**src/rtl/imem_program_loader_if.sv**
```systemverilog
// Byte-stream input and instruction-memory write port of the program loader.
// The master modport is the loader side; the slave modport is the host/memory side.
interface imem_program_loader_if #(
    parameter int ADDR_BITS = 8
);
    logic [7:0]           in_data;
    logic                 in_valid;
    logic                 in_ready;
    logic                 mem_we;
    logic [ADDR_BITS-1:0] mem_addr;
    logic [15:0]          mem_wdata;

    modport master (
        input  in_data,
        input  in_valid,
        output in_ready,
        output mem_we,
        output mem_addr,
        output mem_wdata
    );

    modport slave (
        output in_data,
        output in_valid,
        input  in_ready,
        input  mem_we,
        input  mem_addr,
        input  mem_wdata
    );
endinterface

```
**src/rtl/imem_program_loader.sv**
```systemverilog
// Loads a length-prefixed, checksummed byte frame into instruction memory as 16-bit words,
// holding the CPU until the image is verified. One write per DATA_LO byte, registered one cycle later.
module imem_program_loader #(
    parameter int ADDR_BITS = 8,
    parameter int WORD_BITS = 16
) (
    input  logic                 clk,
    input  logic                 reset,
    input  logic                 start,
    imem_program_loader_if.master bus,
    output logic                 cpu_hold,
    output logic                 done,
    output logic                 error,
    output logic [ADDR_BITS:0]   words_written
);
    typedef enum logic [2:0] {
        S_IDLE, S_LEN_HI, S_LEN_LO, S_DATA_HI, S_DATA_LO, S_CHECK, S_DONE, S_ERROR
    } state_t;

    localparam logic [16:0] CAPACITY = 17'(1) << ADDR_BITS;

    state_t                 state_q, state_d;
    logic [7:0]             len_hi_q, len_hi_d;
    logic [ADDR_BITS:0]     len_q, len_d;
    logic [7:0]             hi_q, hi_d;
    logic [7:0]             sum_q, sum_d;
    logic                   mem_we_q, mem_we_d;
    logic [ADDR_BITS-1:0]   mem_addr_q, mem_addr_d;
    logic [WORD_BITS-1:0]   mem_wdata_q, mem_wdata_d;
    logic [ADDR_BITS:0]     ww_q, ww_d;

    logic                   in_ready;
    logic                   accept;
    logic [15:0]            n_full;
    logic [ADDR_BITS:0]     ww_inc;

    always_ff @(posedge clk) begin
        if (reset) begin
            state_q     <= S_IDLE;
            len_hi_q    <= '0;
            len_q       <= '0;
            hi_q        <= '0;
            sum_q       <= '0;
            mem_we_q    <= 1'b0;
            mem_addr_q  <= '0;
            mem_wdata_q <= '0;
            ww_q        <= '0;
        end else begin
            state_q     <= state_d;
            len_hi_q    <= len_hi_d;
            len_q       <= len_d;
            hi_q        <= hi_d;
            sum_q       <= sum_d;
            mem_we_q    <= mem_we_d;
            mem_addr_q  <= mem_addr_d;
            mem_wdata_q <= mem_wdata_d;
            ww_q        <= ww_d;
        end
    end

    always_comb begin
        state_d     = state_q;
        len_hi_d    = len_hi_q;
        len_d       = len_q;
        hi_d        = hi_q;
        sum_d       = sum_q;
        mem_we_d    = 1'b0;
        mem_addr_d  = mem_addr_q;
        mem_wdata_d = mem_wdata_q;
        ww_d        = ww_q;

        in_ready = (state_q == S_LEN_HI) || (state_q == S_LEN_LO) || (state_q == S_DATA_HI)
                || (state_q == S_DATA_LO) || (state_q == S_CHECK);
        accept   = bus.in_valid && in_ready;
        n_full   = {len_hi_q, bus.in_data};
        ww_inc   = ww_q + 1'b1;

        case (state_q)
            S_IDLE, S_DONE, S_ERROR: begin
                if (start) begin
                    state_d = S_LEN_HI;
                    sum_d   = '0;
                    ww_d    = '0;
                end
            end
            S_LEN_HI: begin
                if (accept) begin
                    len_hi_d = bus.in_data;
                    sum_d    = sum_q + bus.in_data;
                    state_d  = S_LEN_LO;
                end
            end
            S_LEN_LO: begin
                if (accept) begin
                    sum_d = sum_q + bus.in_data;
                    len_d = n_full[ADDR_BITS:0];
                    if ({1'b0, n_full} > CAPACITY) begin
                        state_d = S_ERROR;
                    end else if (n_full == 16'd0) begin
                        state_d = S_CHECK;
                    end else begin
                        state_d = S_DATA_HI;
                    end
                end
            end
            S_DATA_HI: begin
                if (accept) begin
                    hi_d    = bus.in_data;
                    sum_d   = sum_q + bus.in_data;
                    state_d = S_DATA_LO;
                end
            end
            S_DATA_LO: begin
                // Write address is the pre-increment count, so word k lands at address k.
                if (accept) begin
                    sum_d       = sum_q + bus.in_data;
                    mem_we_d    = 1'b1;
                    mem_addr_d  = ww_q[ADDR_BITS-1:0];
                    mem_wdata_d = {hi_q, bus.in_data};
                    ww_d        = ww_inc;
                    state_d     = (ww_inc == len_q) ? S_CHECK : S_DATA_HI;
                end
            end
            S_CHECK: begin
                if (accept) begin
                    state_d = (bus.in_data == sum_q) ? S_DONE : S_ERROR;
                end
            end
            default: state_d = S_IDLE;
        endcase
    end

    assign bus.in_ready   = in_ready;
    assign bus.mem_we     = mem_we_q;
    assign bus.mem_addr   = mem_addr_q;
    assign bus.mem_wdata  = mem_wdata_q;
    assign cpu_hold       = in_ready;
    assign done           = (state_q == S_DONE);
    assign error          = (state_q == S_ERROR);
    assign words_written  = ww_q;
endmodule

```
**src/flat_wrapper.sv**
```systemverilog
// flat-port wrapper written by rule: the top's interface ports become plain ports
module imem_program_loader_flat 
#(
    parameter int ADDR_BITS = 8,
    parameter int WORD_BITS = 16
)
  (clk, reset, start, cpu_hold, done, error, words_written, bus_in_data, bus_in_valid, bus_in_ready, bus_mem_we, bus_mem_addr, bus_mem_wdata);
  imem_program_loader_if #(.ADDR_BITS(ADDR_BITS)) bus_i ();
  input  logic clk;
  input  logic reset;
  input  logic start;
  output logic cpu_hold;
  output logic done;
  output logic error;
  output logic [ADDR_BITS:0] words_written;
  input wire logic [$bits(bus_i.in_data)-1:0] bus_in_data;
  input wire logic [$bits(bus_i.in_valid)-1:0] bus_in_valid;
  output wire logic [$bits(bus_i.in_ready)-1:0] bus_in_ready;
  output wire logic [$bits(bus_i.mem_we)-1:0] bus_mem_we;
  output wire logic [$bits(bus_i.mem_addr)-1:0] bus_mem_addr;
  output wire logic [$bits(bus_i.mem_wdata)-1:0] bus_mem_wdata;
  assign bus_i.in_data = bus_in_data;
  assign bus_i.in_valid = bus_in_valid;
  assign bus_in_ready = bus_i.in_ready;
  assign bus_mem_we = bus_i.mem_we;
  assign bus_mem_addr = bus_i.mem_addr;
  assign bus_mem_wdata = bus_i.mem_wdata;
  imem_program_loader #(.ADDR_BITS(ADDR_BITS), .WORD_BITS(WORD_BITS)) u_core (.clk(clk), .reset(reset), .start(start), .bus(bus_i), .cpu_hold(cpu_hold), .done(done), .error(error), .words_written(words_written));
endmodule
```
**config.mk**
```make
export PLATFORM = sky130hd
export DESIGN_NAME = imem_program_loader_flat
export DESIGN_NICKNAME = d
export VERILOG_FILES = /design/src/rtl/imem_program_loader_if.sv /design/src/rtl/imem_program_loader.sv /design/src/flat_wrapper.sv
export SDC_FILE = /design/constraint.sdc
export NUM_CORES = 1
export LEC_CHECK = 0
export ABC_AREA = 1
export ABC_CLOCK_PERIOD_IN_PS = 4550
export CAP_MARGIN = 20
export CORE_ASPECT_RATIO = 1.1
export CORE_UTILIZATION = 40
export DETAILED_ROUTE_END_ITERATION = 8
export HOLD_SLACK_MARGIN = 0.06
export MAX_ROUTING_LAYER = met4
export PLACE_DENSITY = 0.65
export SLEW_MARGIN = 5
export SYNTH_ARGS = -nofsm -noshare
export SYNTH_HDL_FRONTEND = slang
export SYNTH_SLANG_ARGS = --single-unit
export TNS_END_PERCENT = 5
```
**constraint.sdc**
```tcl
create_clock -name clk -period 4.55 [get_ports clk]
set_input_delay 0.91 -clock clk [delete_from_list [all_inputs] [get_ports clk]]
set_output_delay 0.91 -clock clk [all_outputs]
set_load 0.02 [all_outputs]
```
Yosys cells after proc, flatten, opt, wreduce, memory -nomap -nowiden. Cells that the tools add are included. Widths: inputs -> output; s select.

Add/subtract/negate cells: 2. $mul: 0. Div/mod/pow operators: 0. $lt $le $gt $ge: 1. Equality and inequality tests: 16. Shifts and indexed selects: 0. Multiplexer cells: 18. Bitwise logic cells: 1. Reductions and logical operators: 19.

Operators by type and width (number): $mux 3 (9); $mux 9 (2); $pmux 3 s6 (1); $pmux 9 s2 (1); $gt 16x9->1 const B (1); $logic_not 16->1 (1); $mux 8 (2); $pmux 8 s2 (1); $eq 3x3->1 const B (4); $ne 2x1->1 const B (6); $add 9x1->9 const B (1); $eq 9x9->1 (1); $add 8x8->8 (1); $eq 8x8->1 (1); $reduce_and 2->1 (4); $eq 3x2->1 const B (2); $reduce_and 3->1 (2); $reduce_and 6->1 (1); $logic_or 1x1->1 (4); $reduce_bool 2->1 (2); $reduce_or 4->1 (1); $eq 3x1->1 const B (1); $logic_not 3->1 (1); $reduce_or 3->1 (1); 5 further kinds (6).

Register bits: 70. Bits in latches: 0. Memory bits (writable): 0. Memory bits (read-only): 0. Logic and storage cells: 66. Memories: 0.

Longest topological paths before layout.
Depth after elaboration: 8. Gate-level depth with buffers: 14. Mapped depth without buffers: 14.

Least setup slack after synthesis. Ideal clock, no wire load.

Path type: input-to-reg. Start: in bus_in_data[0]. End: reg u_core.sum_q[6]. Setup time: 0.132 ns. Data arrival time: 2.105 ns. Data required time: 4.418 ns. Setup slack: 2.313 ns. Stages: 11. Buffers on the path: 0. Cell sequence: ha_1 inv_1 fa_1 nand3b_1 nand2_1 nand2_1 nand2_1 a21oi_1 xnor2_1 nand2_1 a21oi_1.

Longest elaborated chain between the ends: 3.

Ends and longest elaborated chain: start: declaration (line flat_wrapper.sv:16) `input wire logic [$bits(bus_i.in_data)-1:0] bus_in_data;`; $add 8x8->8; $mux 8; $pmux 8 s2 (line imem_program_loader.sv:78) `case (state_q)`; end signal: assignment (line imem_program_loader.sv:53) `sum_q <= sum_d;`; end: declaration (line imem_program_loader.sv:26) `logic [7:0] sum_q, sum_d;`.

Every way passes these cells. The select of a mux whose other input is x is not followed. A chain may end at the register's enable or synchronous reset.

Worst setup path in the final report.
Start: reg u_core.state_q[2]. End: out cpu_hold.

Longest elaborated chain between the ends: 5.

Ends and longest elaborated chain: start: declaration (line imem_program_loader.sv:22) `state_t state_q, state_d;`; start signal: assignment (line imem_program_loader.sv:49) `state_q <= state_d;`; $eq 3x1->1 / $eq 3x2->1 (equally long branches) (line imem_program_loader.sv:72) `in_ready = (state_q == S_LEN_HI) || (state_q == S_LEN_LO) || (state_q == S_DATA_HI)`; $logic_or 1x1->1 (2 in series) (line imem_program_loader.sv:72); $logic_or 1x1->1 (line imem_program_loader.sv:73) `|| (state_q == S_DATA_LO) || (state_q == S_CHECK);`; $logic_or 1x1->1 * (line imem_program_loader.sv:73); end: declaration (line flat_wrapper.sv:12) `output logic cpu_hold;`.

Mark *: on every way between the ends. The rest lies on a longest branch, timed or not.

==> run metrics <==
share of the yosys chip area belonging to registers=42.54%; Setup Buffers After CTS=0; Critical Path Fanout Max=9; YS warnings=0; total grt overflow=0; reg2reg start=u_core.state_q[2]; Final Setup Violations=0; complex-gate fraction of the synthesized area=18.53%; die area=8603 um2; period utilization=69.10%; Core ar.=7955 um2; Sink Count=70; adder-cell share of the synthesized area=3.646%; worst path arrival time=2.23 ns; Starting Density=41.41%; post-synthesis cell count=463; row count=34; Synth cell types=36; DR DRC count=0; final-stage net count=532; area share of the largest cell type after synthesis=42.54%; IO Port Bufs=49; xor and xnor area share after synthesis=0.7976%; CP Class=reg -> out; largest family of logic cells by synthesized area=simple AND/OR/NAND/NOR gates; CTS Buffer Depth=2; Power Density=353.2 nW/um2; worst rel slew slack=46.60%; pin count of the biggest net entering global routing=40; post-placement cell area=3874 um2; IO Pins=50; Fmax=0.3181 GHz; Fin Clk Skew=0.007676 ns; syn nets=484; post-synthesis mux area share=0%; Hold Crit Class=reg -> reg; 1st-pass router iterations=4; total negative slack=0 ns; clk slew on worst S/H paths=0.08 ns; number of global-route vias before repair=2848; Fillers=801; CP Capture Point=cpu_hold; Finished Cell Area=4095 um2; antenna violations before repair=0; Reg2Reg Depth=9; Post-synth EDFFs=0; Antenna Violating Nets Remaining=0; worst reg2reg setup slack=2.30 ns; Resized cells post-CTS=0; RSZ-0062 raised after global routing=no; layout cells sized above 1=6.589%; die width=88.53 um; DRT iter0 DRCs=148; Synth area leaders=dfxtp_1 (43%), nor2_1 (11%), nand2_1 (8.9%); Max-cap violations=0; CTS Hold Buffers Added=0; count leader, synth=nor2_1; CP startpoint kind=register; via count=3126; final-report hold violation count=0; DRT Wirelength=8084 um; Final Util=51.48%; wire per inst=12.96 um; H-tree levels=3; CTS root buf=clkbuf_8; Crit Reg-Reg Endpoint=u_core.words_written[6]; Post-Synth Simple-Gate Area=27.88%; number of antenna diodes=0; DR vias/cell=5.010; Die H=97.18 um; CTS Buf Count=9; Critical Path Source=u_core.state_q[2]; status=completed; Max IR drop VDD=0.0001671 V; Post-synth top cells=nor2_1 (94), nand2_1 (78), dfxtp_1 (70), o21ai_0 (55), a21oi_1 (37); CTS tree=yes; synthesis-stage register bit count=70; biggest area consumer among synthesized cells=dfxtp_1; post-synthesis cell area=3294 um2; Routability Congestion=0.8683; P_leak=1.671 nW; mean post-synth cell area=7.115 um2; worst skew pair latency=0.34 ns; Final Max Tran Viols=0; Top FF cell, synth=dfxtp_1; first-pass GRT wire length=13430 um; Detail Placement HPWL=5664 um; Worst Setup End Kind=primary output; asr flop ratio synth=0%; post-layout power=0.001447 W; Global Route Usage Sum=20.55%; Worst EP required=3.64 ns; Area Overhead vs Synth=24.31%; Period minus WS final=3.144 ns; Least-Margin Pin Slew=0.7985 ns
[power by group]
group / switching (W) / total (W) / internal (W)
registers: 0.0000205 / 0.000655 / 0.000634
clock network: 0.000254 / 0.000568 / 0.000314
logic: 0.000138 / 0.000224 / 0.0000859
[cell families after synthesis]
kind of cell	Yosys count
simple gates	215
compound gates	111
flops	70
buf+inv	55
fa+ha+maj	9
xor+xnor	3
[cell type report]
type	instances	area [um2]	share of cell area [%]
multi-input combinational	338	1675	40.91
timing repair buffer	50	498.0	12.16
clock inverter	6	93.84	2.291
inverter	42	163.9	4.002
tap	108	135.1	3.300
sequential	70	1401	34.22
clock buffer	10	127.6	3.116
[worst max-delay path: stages (launching register included)]
cell and delay, ns:
dfxtp_1 0.45, inv_2 0.08, nor3_4 0.38, inv_4 0.10, nand2_2 0.12, nor2_4 0.07
inv_1 0.09, clkdlybuf4s50_1 0.60
[flip-flops by register name, indices dropped and copies added, names as in the netlist]
register	flops
u_core.bus.mem_addr	8
u_core.words_written	9
u_core.bus.mem_we	1
u_core.len_q	9
u_core.hi_q	8
u_core.len_hi_q	8
u_core.sum_q	8
u_core.bus.mem_wdata	16
u_core.state_q	3
[layer usage]
metal	wire length [um]	global-route usage, %	share of wire (%)
met5	0	-	0
met4	131	8.809	1.6
met3	386	2.889	4.8
met2	3950	32.49	49
met1	3615	25.93	45
[metrics by stage]
step	std cells	hold WS [ns]	worst slack, ns
3_3_place_gp	608	0.4544	1.478
4_1_cts	624	0.4727	1.402
2_1_floorplan	463	0.4442	2.313
6_report	624	0.4700	1.406
5_1_grt	624	0.4872	1.277
3_5_place_dp	608	0.4615	1.458
[worst min path at each step]
stage                     from               to  slack (ns)  cells past startpoint
6_report       u_core.len_q[5]  u_core.len_q[5]        0.47                      2
5_1_grt        u_core.len_q[5]  u_core.len_q[5]        0.49                      2
4_1_cts        u_core.len_q[5]  u_core.len_q[5]        0.47                      2
3_5_place_dp   u_core.len_q[5]  u_core.len_q[5]        0.46                      2
3_3_place_gp   u_core.len_q[4]  u_core.len_q[4]        0.45                      2
2_1_floorplan  u_core.len_q[0]  u_core.len_q[0]        0.44                      2
[placed cells by master, fill, tap and decap left out, types with 2 or more instances in the layout]
cell,instances
nor2_1,94
nand2_1,78
dfxtp_1,70
o21ai_0,55
clkdlybuf4s50_1,49
a21oi_1,37
inv_1,35
nand3_1,23
clkbuf_8,9
ha_1,8
a31oi_1,5
nand3b_1,4
nand4_1,4
a211oi_1,4
inv_2,3
nor2_4,3
xnor2_1,3
o21ai_1,3
inv_4,2
nand2_2,2
or2_2,2
nor4_1,2
inv_6,2
bufinv_16,2
(Power assumes the default switching activity.)
